File: src/rtl/turn_tracker_if.sv
// Decoder/hand-manager facing bundle for turn_tracker: decoded card fields and
// turn-control pulses in, turn counters and result pulses out.
interface turn_tracker_if;
    logic [2:0] mode;
    logic       nextcard;
    logic [2:0] ibuy;
    logic [2:0] iaction;
    logic [2:0] idraw;
    logic [4:0] igold;
    logic       start_turn;
    logic       action_done;
    logic       buy_req;
    logic [3:0] buy_cost;
    logic       end_turn;
    logic       draw_ack;

    logic [4:0] gold_in_bank;
    logic [3:0] actions_left;
    logic [3:0] buys_left;
    logic [3:0] draw_pending;
    logic [1:0] phase;
    logic       buy_ok;
    logic       buy_err;
    logic       play_err;
    logic       turn_done;
    logic [6:0] vp_total;

    modport master (
        output mode, nextcard, ibuy, iaction, idraw, igold,
               start_turn, action_done, buy_req, buy_cost, end_turn, draw_ack,
        input  gold_in_bank, actions_left, buys_left, draw_pending, phase,
               buy_ok, buy_err, play_err, turn_done, vp_total
    );

    modport slave (
        input  mode, nextcard, ibuy, iaction, idraw, igold,
               start_turn, action_done, buy_req, buy_cost, end_turn, draw_ack,
        output gold_in_bank, actions_left, buys_left, draw_pending, phase,
               buy_ok, buy_err, play_err, turn_done, vp_total
    );
endinterface

File: src/rtl/turn_tracker.sv
// Per-turn resource accumulator: tracks actions, buys, gold and owed draws
// through IDLE/ACT/BUY/CLEANUP, validates purchases and totals endgame VP.
module turn_tracker #(
    parameter int unsigned MAXGOLD = 31
) (
    input  logic           clk,
    input  logic           reset,
    turn_tracker_if.slave  bus
);
    localparam logic [1:0] PH_IDLE    = 2'd0;
    localparam logic [1:0] PH_ACT     = 2'd1;
    localparam logic [1:0] PH_BUY     = 2'd2;
    localparam logic [1:0] PH_CLEANUP = 2'd3;

    localparam logic [2:0] MODE_ACTION   = 3'd1;
    localparam logic [2:0] MODE_TREASURE = 3'd2;
    localparam logic [2:0] MODE_ENDGAME  = 3'd7;

    localparam logic [5:0] GOLD_MAX = 6'(MAXGOLD);

    logic [1:0] phase_q, phase_d;
    logic [3:0] actions_q, actions_d;
    logic [3:0] buys_q, buys_d;
    logic [4:0] gold_q, gold_d;
    logic [3:0] draw_q, draw_d;
    logic [6:0] vp_q, vp_d;
    logic [2:0] mode_q, mode_d;
    logic       buy_ok_q, buy_ok_d;
    logic       buy_err_q, buy_err_d;
    logic       play_err_q, play_err_d;
    logic       turn_done_q, turn_done_d;

    logic       endgame, card_act, card_tre;
    logic [3:0] draw_add;
    logic [4:0] gold_add;
    logic [6:0] vp_base;
    logic [7:0] vp_sum;

    function automatic logic [3:0] sat4(input logic [4:0] v);
        return (v > 5'd15) ? 4'd15 : v[3:0];
    endfunction

    function automatic logic [4:0] sat_gold(input logic [5:0] v);
        return (v > GOLD_MAX) ? GOLD_MAX[4:0] : v[4:0];
    endfunction

    always_comb begin
        phase_d     = phase_q;
        actions_d   = actions_q;
        buys_d      = buys_q;
        gold_d      = gold_q;
        draw_d      = draw_q;
        vp_d        = vp_q;
        mode_d      = bus.mode;
        buy_ok_d    = 1'b0;
        buy_err_d   = 1'b0;
        play_err_d  = 1'b0;
        draw_add    = draw_q;
        gold_add    = gold_q;
        vp_base     = vp_q;
        vp_sum      = '0;

        endgame  = (bus.mode == MODE_ENDGAME);
        card_act = bus.nextcard && (bus.mode == MODE_ACTION);
        card_tre = bus.nextcard && (bus.mode == MODE_TREASURE);

        if (endgame) begin
            vp_base = (mode_q != MODE_ENDGAME) ? '0 : vp_q;
            vp_sum  = {1'b0, vp_base} + {3'b000, bus.igold};
            vp_d    = !bus.nextcard ? vp_base
                    : (vp_sum > 8'd127) ? 7'd127 : vp_sum[6:0];
        end

        // ENDGAME freezes the turn, but a CLEANUP already entered still completes
        if (!endgame || phase_q == PH_CLEANUP) begin
            case (phase_q)
                PH_IDLE: begin
                    if (bus.start_turn) begin
                        actions_d = 4'd1;
                        buys_d    = 4'd1;
                        gold_d    = '0;
                        draw_add  = '0;
                        phase_d   = PH_ACT;
                    end
                end
                PH_ACT: begin
                    if (card_act) begin
                        if (actions_q != '0) begin
                            actions_d = sat4({1'b0, actions_q} - 5'd1 + {2'b00, bus.iaction});
                            buys_d    = sat4({1'b0, buys_q} + {2'b00, bus.ibuy});
                            gold_d    = sat_gold({1'b0, gold_q} + {1'b0, bus.igold});
                            draw_add  = sat4({1'b0, draw_q} + {2'b00, bus.idraw});
                        end else begin
                            play_err_d = 1'b1;
                        end
                    end
                    if (bus.action_done) phase_d = PH_BUY;
                end
                PH_BUY: begin
                    gold_add = card_tre ? sat_gold({1'b0, gold_q} + {1'b0, bus.igold}) : gold_q;
                    gold_d   = gold_add;
                    // legality is judged on registered gold; a same-cycle treasure only adds to the result
                    if (bus.buy_req) begin
                        if (buys_q != '0 && gold_q >= {1'b0, bus.buy_cost}) begin
                            gold_d   = gold_add - {1'b0, bus.buy_cost};
                            buys_d   = buys_q - 4'd1;
                            buy_ok_d = 1'b1;
                            if (buys_q == 4'd1) phase_d = PH_CLEANUP;
                        end else begin
                            buy_err_d = 1'b1;
                        end
                    end
                    if (bus.end_turn) phase_d = PH_CLEANUP;
                end
                default: begin
                    actions_d = '0;
                    buys_d    = '0;
                    gold_d    = '0;
                    phase_d   = PH_IDLE;
                end
            endcase
            if (!endgame) begin
                draw_d = (bus.draw_ack && draw_add != '0) ? draw_add - 4'd1 : draw_add;
            end
        end

        turn_done_d = (phase_d == PH_CLEANUP) && (phase_q != PH_CLEANUP);
    end

    always_ff @(posedge clk or negedge reset) begin
        if (!reset) begin
            phase_q     <= PH_IDLE;
            actions_q   <= '0;
            buys_q      <= '0;
            gold_q      <= '0;
            draw_q      <= '0;
            vp_q        <= '0;
            mode_q      <= '0;
            buy_ok_q    <= 1'b0;
            buy_err_q   <= 1'b0;
            play_err_q  <= 1'b0;
            turn_done_q <= 1'b0;
        end else begin
            phase_q     <= phase_d;
            actions_q   <= actions_d;
            buys_q      <= buys_d;
            gold_q      <= gold_d;
            draw_q      <= draw_d;
            vp_q        <= vp_d;
            mode_q      <= mode_d;
            buy_ok_q    <= buy_ok_d;
            buy_err_q   <= buy_err_d;
            play_err_q  <= play_err_d;
            turn_done_q <= turn_done_d;
        end
    end

    assign bus.gold_in_bank = gold_q;
    assign bus.actions_left = actions_q;
    assign bus.buys_left    = buys_q;
    assign bus.draw_pending = draw_q;
    assign bus.phase        = phase_q;
    assign bus.buy_ok       = buy_ok_q;
    assign bus.buy_err      = buy_err_q;
    assign bus.play_err     = play_err_q;
    assign bus.turn_done    = turn_done_q;
    assign bus.vp_total     = vp_q;
endmodule
File: src/flat_wrapper.sv
// flat-port wrapper written by rule: the top's interface ports become plain ports
module turn_tracker_flat 
#(
    parameter int unsigned MAXGOLD = 31
)
  (clk, reset, bus_mode, bus_nextcard, bus_ibuy, bus_iaction, bus_idraw, bus_igold, bus_start_turn, bus_action_done, bus_buy_req, bus_buy_cost, bus_end_turn, bus_draw_ack, bus_gold_in_bank, bus_actions_left, bus_buys_left, bus_draw_pending, bus_phase, bus_buy_ok, bus_buy_err, bus_play_err, bus_turn_done, bus_vp_total);
  turn_tracker_if bus_i ();
  input  logic clk;
  input  logic reset;
  input wire logic [$bits(bus_i.mode)-1:0] bus_mode;
  input wire logic [$bits(bus_i.nextcard)-1:0] bus_nextcard;
  input wire logic [$bits(bus_i.ibuy)-1:0] bus_ibuy;
  input wire logic [$bits(bus_i.iaction)-1:0] bus_iaction;
  input wire logic [$bits(bus_i.idraw)-1:0] bus_idraw;
  input wire logic [$bits(bus_i.igold)-1:0] bus_igold;
  input wire logic [$bits(bus_i.start_turn)-1:0] bus_start_turn;
  input wire logic [$bits(bus_i.action_done)-1:0] bus_action_done;
  input wire logic [$bits(bus_i.buy_req)-1:0] bus_buy_req;
  input wire logic [$bits(bus_i.buy_cost)-1:0] bus_buy_cost;
  input wire logic [$bits(bus_i.end_turn)-1:0] bus_end_turn;
  input wire logic [$bits(bus_i.draw_ack)-1:0] bus_draw_ack;
  output wire logic [$bits(bus_i.gold_in_bank)-1:0] bus_gold_in_bank;
  output wire logic [$bits(bus_i.actions_left)-1:0] bus_actions_left;
  output wire logic [$bits(bus_i.buys_left)-1:0] bus_buys_left;
  output wire logic [$bits(bus_i.draw_pending)-1:0] bus_draw_pending;
  output wire logic [$bits(bus_i.phase)-1:0] bus_phase;
  output wire logic [$bits(bus_i.buy_ok)-1:0] bus_buy_ok;
  output wire logic [$bits(bus_i.buy_err)-1:0] bus_buy_err;
  output wire logic [$bits(bus_i.play_err)-1:0] bus_play_err;
  output wire logic [$bits(bus_i.turn_done)-1:0] bus_turn_done;
  output wire logic [$bits(bus_i.vp_total)-1:0] bus_vp_total;
  assign bus_i.mode = bus_mode;
  assign bus_i.nextcard = bus_nextcard;
  assign bus_i.ibuy = bus_ibuy;
  assign bus_i.iaction = bus_iaction;
  assign bus_i.idraw = bus_idraw;
  assign bus_i.igold = bus_igold;
  assign bus_i.start_turn = bus_start_turn;
  assign bus_i.action_done = bus_action_done;
  assign bus_i.buy_req = bus_buy_req;
  assign bus_i.buy_cost = bus_buy_cost;
  assign bus_i.end_turn = bus_end_turn;
  assign bus_i.draw_ack = bus_draw_ack;
  assign bus_gold_in_bank = bus_i.gold_in_bank;
  assign bus_actions_left = bus_i.actions_left;
  assign bus_buys_left = bus_i.buys_left;
  assign bus_draw_pending = bus_i.draw_pending;
  assign bus_phase = bus_i.phase;
  assign bus_buy_ok = bus_i.buy_ok;
  assign bus_buy_err = bus_i.buy_err;
  assign bus_play_err = bus_i.play_err;
  assign bus_turn_done = bus_i.turn_done;
  assign bus_vp_total = bus_i.vp_total;
  turn_tracker #(.MAXGOLD(MAXGOLD)) u_core (.clk(clk), .reset(reset), .bus(bus_i));
endmodule
File: config.mk
export PLATFORM = sky130hd
export DESIGN_NAME = turn_tracker_flat
export DESIGN_NICKNAME = d
export VERILOG_FILES = /design/src/rtl/turn_tracker_if.sv /design/src/rtl/turn_tracker.sv /design/src/flat_wrapper.sv
export SDC_FILE = /design/constraint.sdc
export NUM_CORES = 1
export LEC_CHECK = 0
export BUFFER_PORTS_ARGS = -buffer_cell sky130_fd_sc_hd__buf_2
export CAP_MARGIN = 20
export CORE_UTILIZATION = 61
export DETAILED_ROUTE_END_ITERATION = 12
export GPL_ROUTABILITY_DRIVEN = 0
export PLACE_DENSITY = 0.91
export SKIP_CTS_REPAIR_TIMING = 1
export SLEW_MARGIN = 10
export SYNTH_ARGS = -nofsm -noshare
export SYNTH_HDL_FRONTEND = slang
export SYNTH_SLANG_ARGS = --single-unit
File: constraint.sdc
create_clock -name clk -period 5.47 [get_ports clk]
set_clock_uncertainty 0.2 [all_clocks]
set_input_delay 1.094 -clock clk [delete_from_list [all_inputs] [get_ports clk]]
set_output_delay 1.094 -clock clk [all_outputs]
set_load 0.02 [all_outputs]
* Word level (Yosys, flattened, before mapping)
Index checks and enable logic that the tools add are counted.
** Cells by class
- Eq/ne operators :: 15
- Reduce and logical (&&, ||, !) cells :: 15
- Shifts and indexed selects :: 0
- Bitwise operators :: 2
- Div/mod/pow operators :: 0
- $lt $le $gt $ge :: 6
- Multiplexer cells :: 49
- Multiply operators :: 0
- Add/subtract/negate cells :: 9
** Operator list (number)
- $mux W4 :: 15
- $mux W5 :: 7
- $pmux W4 S3 :: 2
- $mux W7 :: 3
- $gt A5 B4 Y1 const B :: 3
- $pmux W5 S3 :: 1
- $mux W2 :: 7
- $mux W1 :: 12
- $reduce_bool A4 Y1 :: 3
- $add A4 B3 Y5 :: 2
- $add A7 B5 Y8 :: 1
- $gt A8 B7 Y1 const B :: 1
- $pmux W4 S2 :: 1
- $sub A4 B1 Y4 const B :: 2
- $add A5 B5 Y6 :: 1
- $eq A2 B2 Y1 const B :: 3
- $gt A6 B5 Y1 const B :: 1
- $ne A2 B1 Y1 const B :: 3
- $ne A2 B2 Y1 const B :: 3
- $pmux W2 S3 :: 1
- $reduce_and A6 Y1 :: 1
- $add A5 B3 Y5 :: 1
- $ge A5 B4 Y1 :: 1
- $logic_and A1 B1 Y1 :: 5
- other kinds (15) :: 16
** Storage, ports and cells
- Bits in read-only memories :: 0
- Latch bits :: 0
- Bits in writable memories :: 0
- Word-level logic and storage cells :: 107
- Memories kept :: 0
- Register bits :: 33
- Input bits :: 29

* Depth between registers and ports, before layout
Gate-level depths: netlist of the first run.
- Word-level depth :: 10
- Gate-level depth with buffers :: 14

* Worst setup path before layout of the first run
No wires, ideal clock.
- Kind :: in2reg
- From :: input bus_igold[3]
- To :: register u_core.gold_q[4] (netlist: u_core.bus.gold_in_bank[4])
- Data required time :: 5.143 ns
- Data arrival time :: 3.627 ns
- Setup slack :: 1.517 ns
- Setup time :: 0.127 ns
- Cell stages on the path :: 14
- Path through :: ha_1 a21o_1 a21o_1 or2_2 o22ai_1 ha_1 inv_1 fa_1 and2_1 o21ai_0 nand4_1 xor2_1 a32oi_1 nand2_1
** Between the ends
- Longest elaborated chain between the ends :: 8
- Elaborated cells on any way between the ends :: 10
** RTL lines
- start, declared :: RTL line flat_wrapper.sv:15 : input wire logic [$bits(bus_i.igold)-1:0] bus_igold;
- $add A5 B5 Y6 * :: RTL line turn_tracker.sv:91, turn_tracker.sv:100
- $gt A6 B5 Y1 :: RTL line turn_tracker.sv:44 : return (v > GOLD_MAX) ? GOLD_MAX[4:0] : v[4:0];
- $mux W5 * :: RTL line turn_tracker.sv:44
- $mux W5 :: RTL line turn_tracker.sv:100 : gold_add = card_tre ? sat_gold({1'b0, gold_q} + {1'b0, bus.igold}) : gold_q;
- $sub A5 B4 Y5 :: RTL line turn_tracker.sv:105 : gold_d = gold_add - {1'b0, bus.buy_cost};
- $mux W5 :: RTL line turn_tracker.sv:104 : if (buys_q != '0 && gold_q >= {1'b0, bus.buy_cost}) begin
- $mux W5 :: RTL line turn_tracker.sv:103 : if (bus.buy_req) begin
- $pmux W5 S3 * :: RTL line turn_tracker.sv:76 : case (phase_q)
- end signal, assigned :: RTL line turn_tracker.sv:147 : gold_q <= gold_d;
- end, declared :: RTL line turn_tracker.sv:24 : logic [4:0] gold_q, gold_d;
Mark *: on every way between the ends. The rest lies on a longest branch, timed or not. The select of a mux whose other input is x is not followed.
A chain may end at the register's enable or synchronous reset.

* Worst setup path in the final report of the first run
Ends and elaborated chain as after synthesis.

==> impl_metrics.csv, run 1 <==
group,metric,value,unit
status,status,"finished clean",
synth,syn-num-nets,435,
synth,ys_seq_elements,33,
synth,synth_compound_area_share,24.2,%
clocking,clk_pin_slew,0.07,ns
placed_design,dpl_cell_area,3370,um^2
pwr,p_sw_share,49.3,%
critical_path,rrSetupSlack,1.88,ns
placed_design,hpwl,5.50,mm
synth,synthMuxAreaShare,2.48,%
timing,slew_headroom,43.4,%
floorplanning,core-area,4750,um^2
synth,synth_warnings,0,
routing,vias,2873,
global_route,antenna_found_initial,0,
critical_path,path_max_fanout,5,
synth,synth-edff-count,0,
synth,synth-simple-area-share,18.5,%
routing,drtPass1Iterations,5,
pwr,ir_drop,0.241,mV
timing,holdWs,0.306,ns
pwr,power_switching,0.000811,W
critical_path,worstSetupEndpointType,"flip-flop",
pwr,p_clk_share,11.3,%
hold_path,hold_start,"u_core.bus.vp_total[0]",
pwr,combPwrFrac,63.2,%
global_route,top_usage_layer,"met2",
floorplanning,initial_core_util,63.7,%
clocking,cts_buffers,5,
global_route,grt_pass1_vias,2664,
global_route,grt_usage,29.2,%
global_route,use_met3,4.58,%
synth,synth_top_area_share,27.3,%
critical_path,crit_type,"input pin to flip-flop",
floorplanning,row_count,25,
floorplanning,io_pins,59,
critical_path,path_cells,"buf_2 > ha_1 > a21o_1 > a21o_1 > or2_2 > o22ai_1 > ha_1 > inv_1 > fa_1 > and2_1 > o21ai_0 > nand4_1 > xor2_1 > a32oi_1 > nand2_1",
clocking,cts_num_sinks,33,
hold_path,hold_path.class,"flip-flop to flip-flop",
critical_path,r2r_start,"u_core.bus.gold_in_bank[3]",
critical_path,crit_required,5.43,ns
finish,diodes,0,
critical_path,cp-start-kind,"input pin",
synth,synth_top_family_by_area,"compound AO/OA/AOI/OAI gates",
routing,drt-wirelength-per-cell,14.7,um
synth,ys_top_cells_by_area,"dfrtp_1 (27%), ha_1 (15%), a21oi_1 (5.5%)",
pwr,powerDensity,475,nW/um^2
clocking,clock_latency,0.28,ns
critical_path,cpPeakStageDelay,0.39,ns
clocking,cts_tree,"built",
global_route,grt_overflow,0,
critical_path,cp-startpoint,"bus_igold[3]",
floorplanning,fp.dieArea,5250,um^2
pwr,p_leak,1.76,nW
global_route,grt_pass1_wl,11.9,mm
global_route,grt_max_degree,34,
critical_path,cpMaxStageDelayCell,"fa_1",
synth,synth.cells.most_frequent,"ha_1 (37), nor2_1 (35), inv_1 (34), nand2_1 (34)",
synth,yosys.cell_types.count,53,
pwr,power_frac_seq,25.5,%
clocking,cts-root-buf,"clkbuf_8",
pwr,p_int,0.000835,W
clocking,cts_buffer_depth,2,
synth,netlist_area,3030,um^2
finish,drive_above_1_share,18.8,%
timing,fin_setup_tns,0,ns
synth,netlist_instances,363,
timing,tightestPinTransition,0.849,ns
finish,area_growth,14.3,%
synth,ys_seq_area_share,27.3,%
synth,synth_top_area_cell,"dfrtp_1",
timing,drv_slew,0,
routing,route.detailed.drc,0,
routing,routed_via_density,5.90,
job,maxCapViolCount,0,
synth,async_flop_share,100,%
finish,stdcell_area,3460,um^2
finish,fin_nets,492,
timing,rsz0062_at_grt,"false",
timing,setup_viol,0,
timing,period_minus_slack,3.98,ns
synth,synth-xor-area-share,2.89,%
synth,yosysMostFrequentCell,"ha_1",
routing,wirelength,7.16,mm
clocking,cts_max_level,2,
synth,avgSynthCellArea,8.34,um^2
critical_path,arrival,3.94,ns
timing,report.final.hold_viol_count,0,
placed_design,io_buffers,58,
global_route,gr-usage-met1,36.3,%
synth,yosys.area_share.adder,19.3,%
timing,timing.fmax,0.251,GHz
routing,initialDrtViolationCount,207,
timing,fin_crit_sh,72.8,%
floorplanning,die_h,72.5,um
routing,ant_nets,0,
global_route,use_met2,49.4,%
floorplanning,die_w,72.5,um
synth,synthFlopType,"dfrtp_1",
## critical path, delay by kind of cell
family	cells	cell delay, ns
AO/OA/AOI/OAI	5	0.89
AND/OR/NAND/NOR	4	0.69
buffers and inverters	2	0.18
XOR/XNOR	1	0.20
adder cells (fa/ha/maj)	3	0.90
## placed cells by master (no fill, tap or decap), types with 4 or more instances in the layout
cell type / count
a21o_1: 11
a21oi_1: 33
a31oi_1: 5
and2_1: 7
buf_2: 58
clkbuf_8: 6
dfrtp_1: 33
fa_1: 6
ha_1: 37
inv_1: 34
nand2_1: 34
nand2b_1: 4
nand3_1: 8
nor2_1: 35
nor2b_1: 9
o211ai_1: 6
o21ai_0: 24
o31ai_1: 7
xnor2_1: 7
## cell type report
type | count | area [um^2]
clock buffers | 7 | 86.3
fillers | 409 | 1290
inverters | 34 | 128
multi-input cells | 287 | 2040
flip-flops and latches | 33 | 826
well taps | 67 | 83.8
repair buffers | 59 | 298
## layer usage
layer	share of wire (%)	vias to the layer above
met1	43	1347
met4	2.8	0
met5	0	-
met3	5.6	20
li1	-	1405
met2	49	101
## per-stage QoR
stage	std cells	setup WS, ns	util, %	power, W
floorplan	363	1.52	-	0.00117
global placement	480	1.30	71.0	0.00140
detailed placement	480	1.19	71.0	0.00145
CTS	487	1.49	72.8	0.00164
global route	487	1.26	72.8	0.00179
finish	487	1.49	72.8	0.00165
## flip-flops by register name, summed over array words and instances (netlist names)
register                 count
u_core.bus.actions_left      4
u_core.bus.vp_total          7
u_core.bus.phase             2
u_core.bus.turn_done         1
u_core.mode_q                3
u_core.bus.gold_in_bank      5
u_core.bus.buy_err           1
u_core.bus.buys_left         4
u_core.bus.buy_ok            1
u_core.bus.play_err          1
u_core.bus.draw_pending      4
## logic make-up (layout without fill, tap and decap cells)
logic type                 after synthesis  after routing
muxes                                    6              6
adders and majority gates               43             43
and+or+nand+nor                        114            114
xor gates and xnor gates                10             10
AOI/OAI and AO/OA                      114            114
DFF                                     33             33
buffers and inverters                   43            100
## power by group through the flow
stage / sequential (W) / combinational [W] / clock (W)
2_1_floorplan: 0.000481 / 0.000693 / 0
3_3_place_gp: 0.000416 / 0.000982 / 0
3_5_place_dp: 0.000421 / 0.00103 / 0
4_1_cts: 0.000416 / 0.00103 / 0.000189
5_1_grt: 0.000427 / 0.00116 / 0.000202
6_report: 0.000419 / 0.00104 / 0.000186
## path summary, 6_finish.rpt
kind,endpoint,depth (start not counted)
worst max-delay path,u_core.bus.gold_in_bank[4],15
worst min-delay path,u_core.bus.vp_total[0],2
worst max register to register,u_core.bus.gold_in_bank[4],14
worst min register to register,u_core.bus.vp_total[0],2
max in group asynchronous,u_core.bus.vp_total[1],1
min in group asynchronous,u_core.bus.gold_in_bank[0],1
(Power assumes the default switching activity.)
==> inputs of run 2 (changes only) <==
--- a/config.mk
+++ b/config.mk
@@ -7,10 +7,10 @@
 export LEC_CHECK = 0
 export BUFFER_PORTS_ARGS = -buffer_cell sky130_fd_sc_hd__buf_2
 export CAP_MARGIN = 20
-export CORE_UTILIZATION = 61
+export CORE_UTILIZATION = 51
 export DETAILED_ROUTE_END_ITERATION = 12
 export GPL_ROUTABILITY_DRIVEN = 0
-export PLACE_DENSITY = 0.91
+export PLACE_DENSITY = 0.82
 export SKIP_CTS_REPAIR_TIMING = 1
 export SLEW_MARGIN = 10
 export SYNTH_ARGS = -nofsm -noshare
==> constraint.sdc (replaced) <==
create_clock -name clk -period 3.3 [get_ports clk]
set_clock_uncertainty 0.2 [all_clocks]
set_input_delay 0.66 -clock clk [delete_from_list [all_inputs] [get_ports clk]]
set_output_delay 0.66 -clock clk [all_outputs]
set_load 0.02 [all_outputs]
==> impl_metrics.csv, run 2 (same netlist as run 1, synthesis figures left out) <==
group,metric,value,unit
floorplanning,row_count,27,
clocking,clk_pin_slew,0.07,ns
clocking,cts_max_level,2,
critical_path,r2r_start,"u_core.bus.gold_in_bank[3]",
pwr,powerDensity,783,nW/um^2
timing,rsz0062_at_grt,"true",
finish,layout_commonest_cell,"buf_2",
critical_path,arrival,3.22,ns
floorplanning,core-area,5610,um^2
timing,period_minus_slack,3.25,ns
critical_path,worstSetupEndpointType,"flip-flop",
floorplanning,fp.dieArea,6250,um^2
global_route,grt_max_degree,34,
timing,holdWs,0.240,ns
hold_path,hold_path.class,"input pin to async pin",
pwr,p_leak,1.90,nW
global_route,grt_pass1_wl,12.5,mm
critical_path,cp-startpoint,"bus_igold[3]",
timing,drv_slew,0,
timing,fin_setup_tns,0,ns
placed_design,io_buffers,58,
global_route,use_met3,3.10,%
routing,vias,2941,
global_route,top_usage_layer,"met2",
placed_design,hpwl,5.83,mm
clocking,cts_buffers,5,
floorplanning,die_h,79.1,um
job,maxCapViolCount,0,
routing,wirelength,7.48,mm
routing,drt-wirelength-per-cell,14.4,um
pwr,ir_drop,0.362,mV
finish,drive_above_1_share,25.0,%
global_route,gr-usage-met1,34.6,%
finish,fin_util,66.4,%
global_route,antenna_found_initial,0,
global_route,grt_usage,25.5,%
routing,routed_via_density,5.66,
timing,tightestPinTransition,0.770,ns
floorplanning,io_pins,59,
finish,layoutNonFillerInstCount,520,
critical_path,crit_type,"input pin to flip-flop",
clocking,cts_num_sinks,33,
routing,drtPass1Iterations,4,
clocking,cts_buffer_depth,2,
timing,timing.fmax,0.308,GHz
floorplanning,initial_core_util,54.0,%
timing,slew_headroom,48.7,%
finish,stdcell_area,3730,um^2
finish,fin_nets,519,
floorplanning,die_w,79.1,um
routing,route.detailed.drc,0,
finish,area_growth,23.1,%
clocking,cts-root-buf,"clkbuf_8",
status,status,"finished clean",
critical_path,path_max_fanout,4,
placed_design,dpl_cell_area,3610,um^2
finish,largest_register_ffs,7,
critical_path,crit_required,3.27,ns
routing,initialDrtViolationCount,186,
routing,ant_nets,0,
global_route,grt_pass1_vias,2746,
finish,diodes,0,
critical_path,cp-start-kind,"input pin",
clocking,clock_latency,0.29,ns
timing,setup_viol,0,
placed_design,place_inst,512,
clocking,cts_tree,"built",
timing,fin_crit_sh,98.5,%
finish,final_cell_mix,"buf_2 (58), nor2_1 (35), ha_1 (35)",
global_route,use_met2,43.0,%
global_route,grt_overflow,0,
timing,report.final.hold_viol_count,0,
-- run 2: critical path, cell delays in order --
cell and delay (ns):
buf_2 0.12, ha_4 0.21, a21o_1 0.17, a21o_1 0.19, or2_4 0.27, o22ai_2 0.11, ha_2 0.19, inv_1 0.06
fa_1 0.37, and2_1 0.17, o21ai_1 0.13, nand4_1 0.12, xor2_1 0.18, a32oi_1 0.20, nand2_1 0.07
-- run 2: through the flow --
| step | total power [W] | setup WS (ns) |
|---|---|---|
| floorplan | 0.00196 | 0.000999 |
| global placement | 0.00244 | -0.211 |
| detailed placement | 0.00250 | -0.280 |
| CTS | 0.00291 | 0.00808 |
| global route | 0.00317 | -0.0450 |
| finish | 0.00292 | 0.0482 |
-- run 2: final timing paths --
kind	slack [ns]	cells past startpoint	endpoint
worst max-delay path	0.05	15	u_core.bus.gold_in_bank[4]
worst min-delay path	0.24	1	u_core.bus.gold_in_bank[2]
worst max register to register	0.07	14	u_core.bus.gold_in_bank[4]
worst min register to register	0.30	2	u_core.bus.vp_total[4]
max in group asynchronous	2.17	1	u_core.mode_q[2]
min in group clk	0.30	2	u_core.bus.vp_total[4]
-- run 2: cell type report --
type	count	area (um^2)
Clock buffer	5	68.8
Clock inverter	3	46.3
Fill cell	477	1880
Inverter	34	128
Multi-Input combinational cell	287	2070
Sequential cell	33	826
Tap cell	72	90.1
Timing Repair Buffer	86	500
-- run 2: power by group --
group	leakage, nW	internal, W	switching (W)
registers	0.424	0.000526	0.000148
logic	1.43	0.000781	0.00107
clock network	0.0543	0.000226	0.000169
total	1.90	0.00153	0.00139
-- run 2: per-layer routing --
layer	routed length [um]	share of wire [%]
met1	3430	46
met4	125	1.7
met5	0	0
met3	443	5.9
met2	3480	46
==> inputs of run 3 (changes only) <==
--- a/config.mk
+++ b/config.mk
@@ -5,12 +5,13 @@
 export SDC_FILE = /design/constraint.sdc
 export NUM_CORES = 1
 export LEC_CHECK = 0
+export ABC_AREA = 1
 export BUFFER_PORTS_ARGS = -buffer_cell sky130_fd_sc_hd__buf_2
 export CAP_MARGIN = 20
 export CORE_UTILIZATION = 51
 export DETAILED_ROUTE_END_ITERATION = 12
 export GPL_ROUTABILITY_DRIVEN = 0
-export PLACE_DENSITY = 0.82
+export PLACE_DENSITY = 0.81
 export SKIP_CTS_REPAIR_TIMING = 1
 export SLEW_MARGIN = 10
 export SYNTH_ARGS = -nofsm -noshare
==> impl_metrics.csv, run 3 <==
group,metric,value,unit
clocking,cts_buffer_depth,2,
floorplanning,die_h,81.2,um
critical_path,rrSetupSlack,0.26,ns
global_route,gr-usage-met1,31.4,%
floorplanning,die_w,81.2,um
routing,ant_nets,0,
synth,netlist_area,3200,um^2
routing,routed_via_density,5.24,
finish,area_growth,17.9,%
synth,synth_warnings,0,
routing,route.detailed.drc,0,
synth,synthFlopType,"dfrtp_1",
timing,report.final.hold_viol_count,0,
clocking,clk_pin_slew,0.08,ns
timing,fin_crit_sh,93.3,%
timing,setup_viol,0,
timing,timing.fmax,0.325,GHz
critical_path,worstSetupEndpointType,"flip-flop",
pwr,powerDensity,816,nW/um^2
synth,async_flop_share,100,%
floorplanning,core-area,5990,um^2
synth,synth_top_area_cell,"dfrtp_1",
critical_path,reg2reg_depth,20,
critical_path,arrival,3.11,ns
global_route,top_usage_layer,"met2",
clocking,cts_buffers,5,
critical_path,cp-endpoint,"u_core.bus.gold_in_bank[4]",
floorplanning,fp.dieArea,6590,um^2
floorplanning,io_pins,59,
job,maxCapViolCount,0,
routing,drtPass1Iterations,5,
critical_path,crit_required,3.33,ns
critical_path,rr_endpoint,"u_core.bus.gold_in_bank[4]",
timing,period_minus_slack,3.08,ns
synth,synth-edff-count,0,
critical_path,cp-startpoint,"bus_igold[4]",
clocking,cts_max_level,2,
finish,layoutNonFillerInstCount,621,
synth,synth.cells.most_frequent,"nand2_1 (131), inv_1 (84), nor2_1 (46), ha_1 (37), nand3_1 (35)",
finish,diodes,0,
synth,yosys.cell_types.count,33,
finish,final_cell_mix,"nand2_1 (131), inv_1 (84), buf_2 (58)",
critical_path,path_max_fanout,3,
clocking,clock_latency,0.29,ns
synth,ys_seq_area_share,25.8,%
finish,drive_above_1_share,17.4,%
clocking,cts_tree,"built",
global_route,grt_pass1_wl,12.8,mm
finish,fin_nets,617,
finish,stdcell_area,3770,um^2
critical_path,r2r_start,"u_core.bus.gold_in_bank[2]",
routing,wirelength,7.76,mm
timing,tightestPinTransition,0.759,ns
placed_design,place_inst,613,
timing,fin_setup_tns,0,ns
pwr,ir_drop,0.506,mV
global_route,use_met3,4.16,%
global_route,antenna_found_initial,0,
global_route,grt_max_degree,34,
synth,ys_top_cells_by_area,"dfrtp_1 (26%), nand2_1 (15%), ha_1 (14%)",
placed_design,dpl_cell_area,3650,um^2
global_route,grt_overflow,0,
placed_design,hpwl,6.19,mm
synth,netlist_instances,473,
timing,drv_slew,0,
global_route,use_met2,44.2,%
synth,synth_top_area_share,25.8,%
floorplanning,initial_core_util,53.4,%
finish,layout_commonest_cell,"nand2_1",
critical_path,crit_type,"input pin to flip-flop",
global_route,grt_pass1_vias,3022,
floorplanning,row_count,28,
routing,vias,3257,
synth,syn-num-nets,545,
routing,drt-wirelength-per-cell,12.5,um
synth,ys_seq_elements,33,
timing,rsz0062_at_grt,"false",
status,status,"finished clean",
global_route,grt_usage,25.0,%
hold_path,hold_path.class,"input pin to async pin",
routing,initialDrtViolationCount,249,
synth,avgSynthCellArea,6.76,um^2
timing,slew_headroom,49.4,%
clocking,cts-root-buf,"clkbuf_8",
finish,largest_register_ffs,7,
critical_path,cp-start-kind,"input pin",
pwr,p_leak,2.17,nW
synth,yosysMostFrequentCell,"nand2_1",
clocking,cts_num_sinks,33,
placed_design,io_buffers,58,
-- run 3: how the worst min path moves through the flow --
stage / from / end / slack, ns / depth (start not counted)
finish: reset / u_core.bus.vp_total[4] / 0.23 / 1
global route: reset / u_core.bus.vp_total[3] / 0.29 / 1
CTS: reset / u_core.bus.vp_total[3] / 0.25 / 1
detailed placement: u_core.bus.vp_total[3] / u_core.bus.vp_total[3] / 0.35 / 2
global placement: u_core.bus.vp_total[3] / u_core.bus.vp_total[3] / 0.35 / 2
floorplan: reset / u_core.bus.actions_left[0] / 0.16 / 0
-- run 3: critical path, stage by stage --
cell	delay, ns
buf_2	0.12
ha_1	0.32
a21oi_1	0.15
o21ai_1	0.10
a21oi_2	0.14
nand2_1	0.08
o21a_1	0.18
inv_1	0.05
ha_1	0.13
inv_1	0.06
fa_1	0.37
nand2_1	0.10
a21oi_1	0.07
nor2_1	0.08
inv_1	0.05
o21ai_0	0.19
nand3_1	0.10
nand2_1	0.07
nand2_1	0.05
nand2_1	0.05
-- run 3: layer usage --
layer	wire length, um	up-vias
met1	3480	1487
met5	0	-
met3	429	15
met4	123	0
met2	3730	103
li1	-	1652
-- run 3: stage by stage --
step | hold WS, ns | util, % | power [W] | worst slack [ns]
6_report | 0.229 | 62.9 | 0.00308 | 0.223
4_1_cts | 0.251 | 62.9 | 0.00306 | 0.216
5_1_grt | 0.293 | 62.9 | 0.00338 | 0.00282
3_5_place_dp | 0.353 | 60.9 | 0.00265 | -0.0941
3_3_place_gp | 0.347 | 60.9 | 0.00256 | -0.0128
2_1_floorplan | 0.164 | - | 0.00212 | 0.0666
-- run 3: cell type report --
cell class | count | area [um^2]
clock buffers | 5 | 68.8
flip-flops and latches | 33 | 826
repair buffers | 71 | 388
fillers | 570 | 2220
well taps | 75 | 93.8
clock inverters | 3 | 46.3
multi-input cells | 349 | 2030
inverters | 85 | 322
-- run 3: power by group --
| group | total, W | internal (W) | switching (W) | leakage, nW |
|---|---|---|---|---|
| clock network | 0.000397 | 0.000226 | 0.000171 | 0.0543 |
| registers | 0.000641 | 0.000526 | 0.000115 | 0.427 |
| logic | 0.00204 | 0.000754 | 0.00128 | 1.69 |
| total | 0.00308 | 0.00151 | 0.00157 | 2.17 |
-- run 3: kinds of logic (layout without fill, tap and decap cells) --
| group | Yosys count | count (layout) | share of synthesized area (%) |
|---|---|---|---|
| AND/OR/NAND/NOR | 233 | 233 | 31.2 |
| buffers and inverters | 91 | 164 | 11.2 |
| AO/OA/AOI/OAI | 65 | 65 | 11.3 |
| adder cells (fa/ha/maj) | 43 | 43 | 18.2 |
| flip-flops | 33 | 33 | 25.8 |
| XOR/XNOR | 8 | 8 | 2.19 |
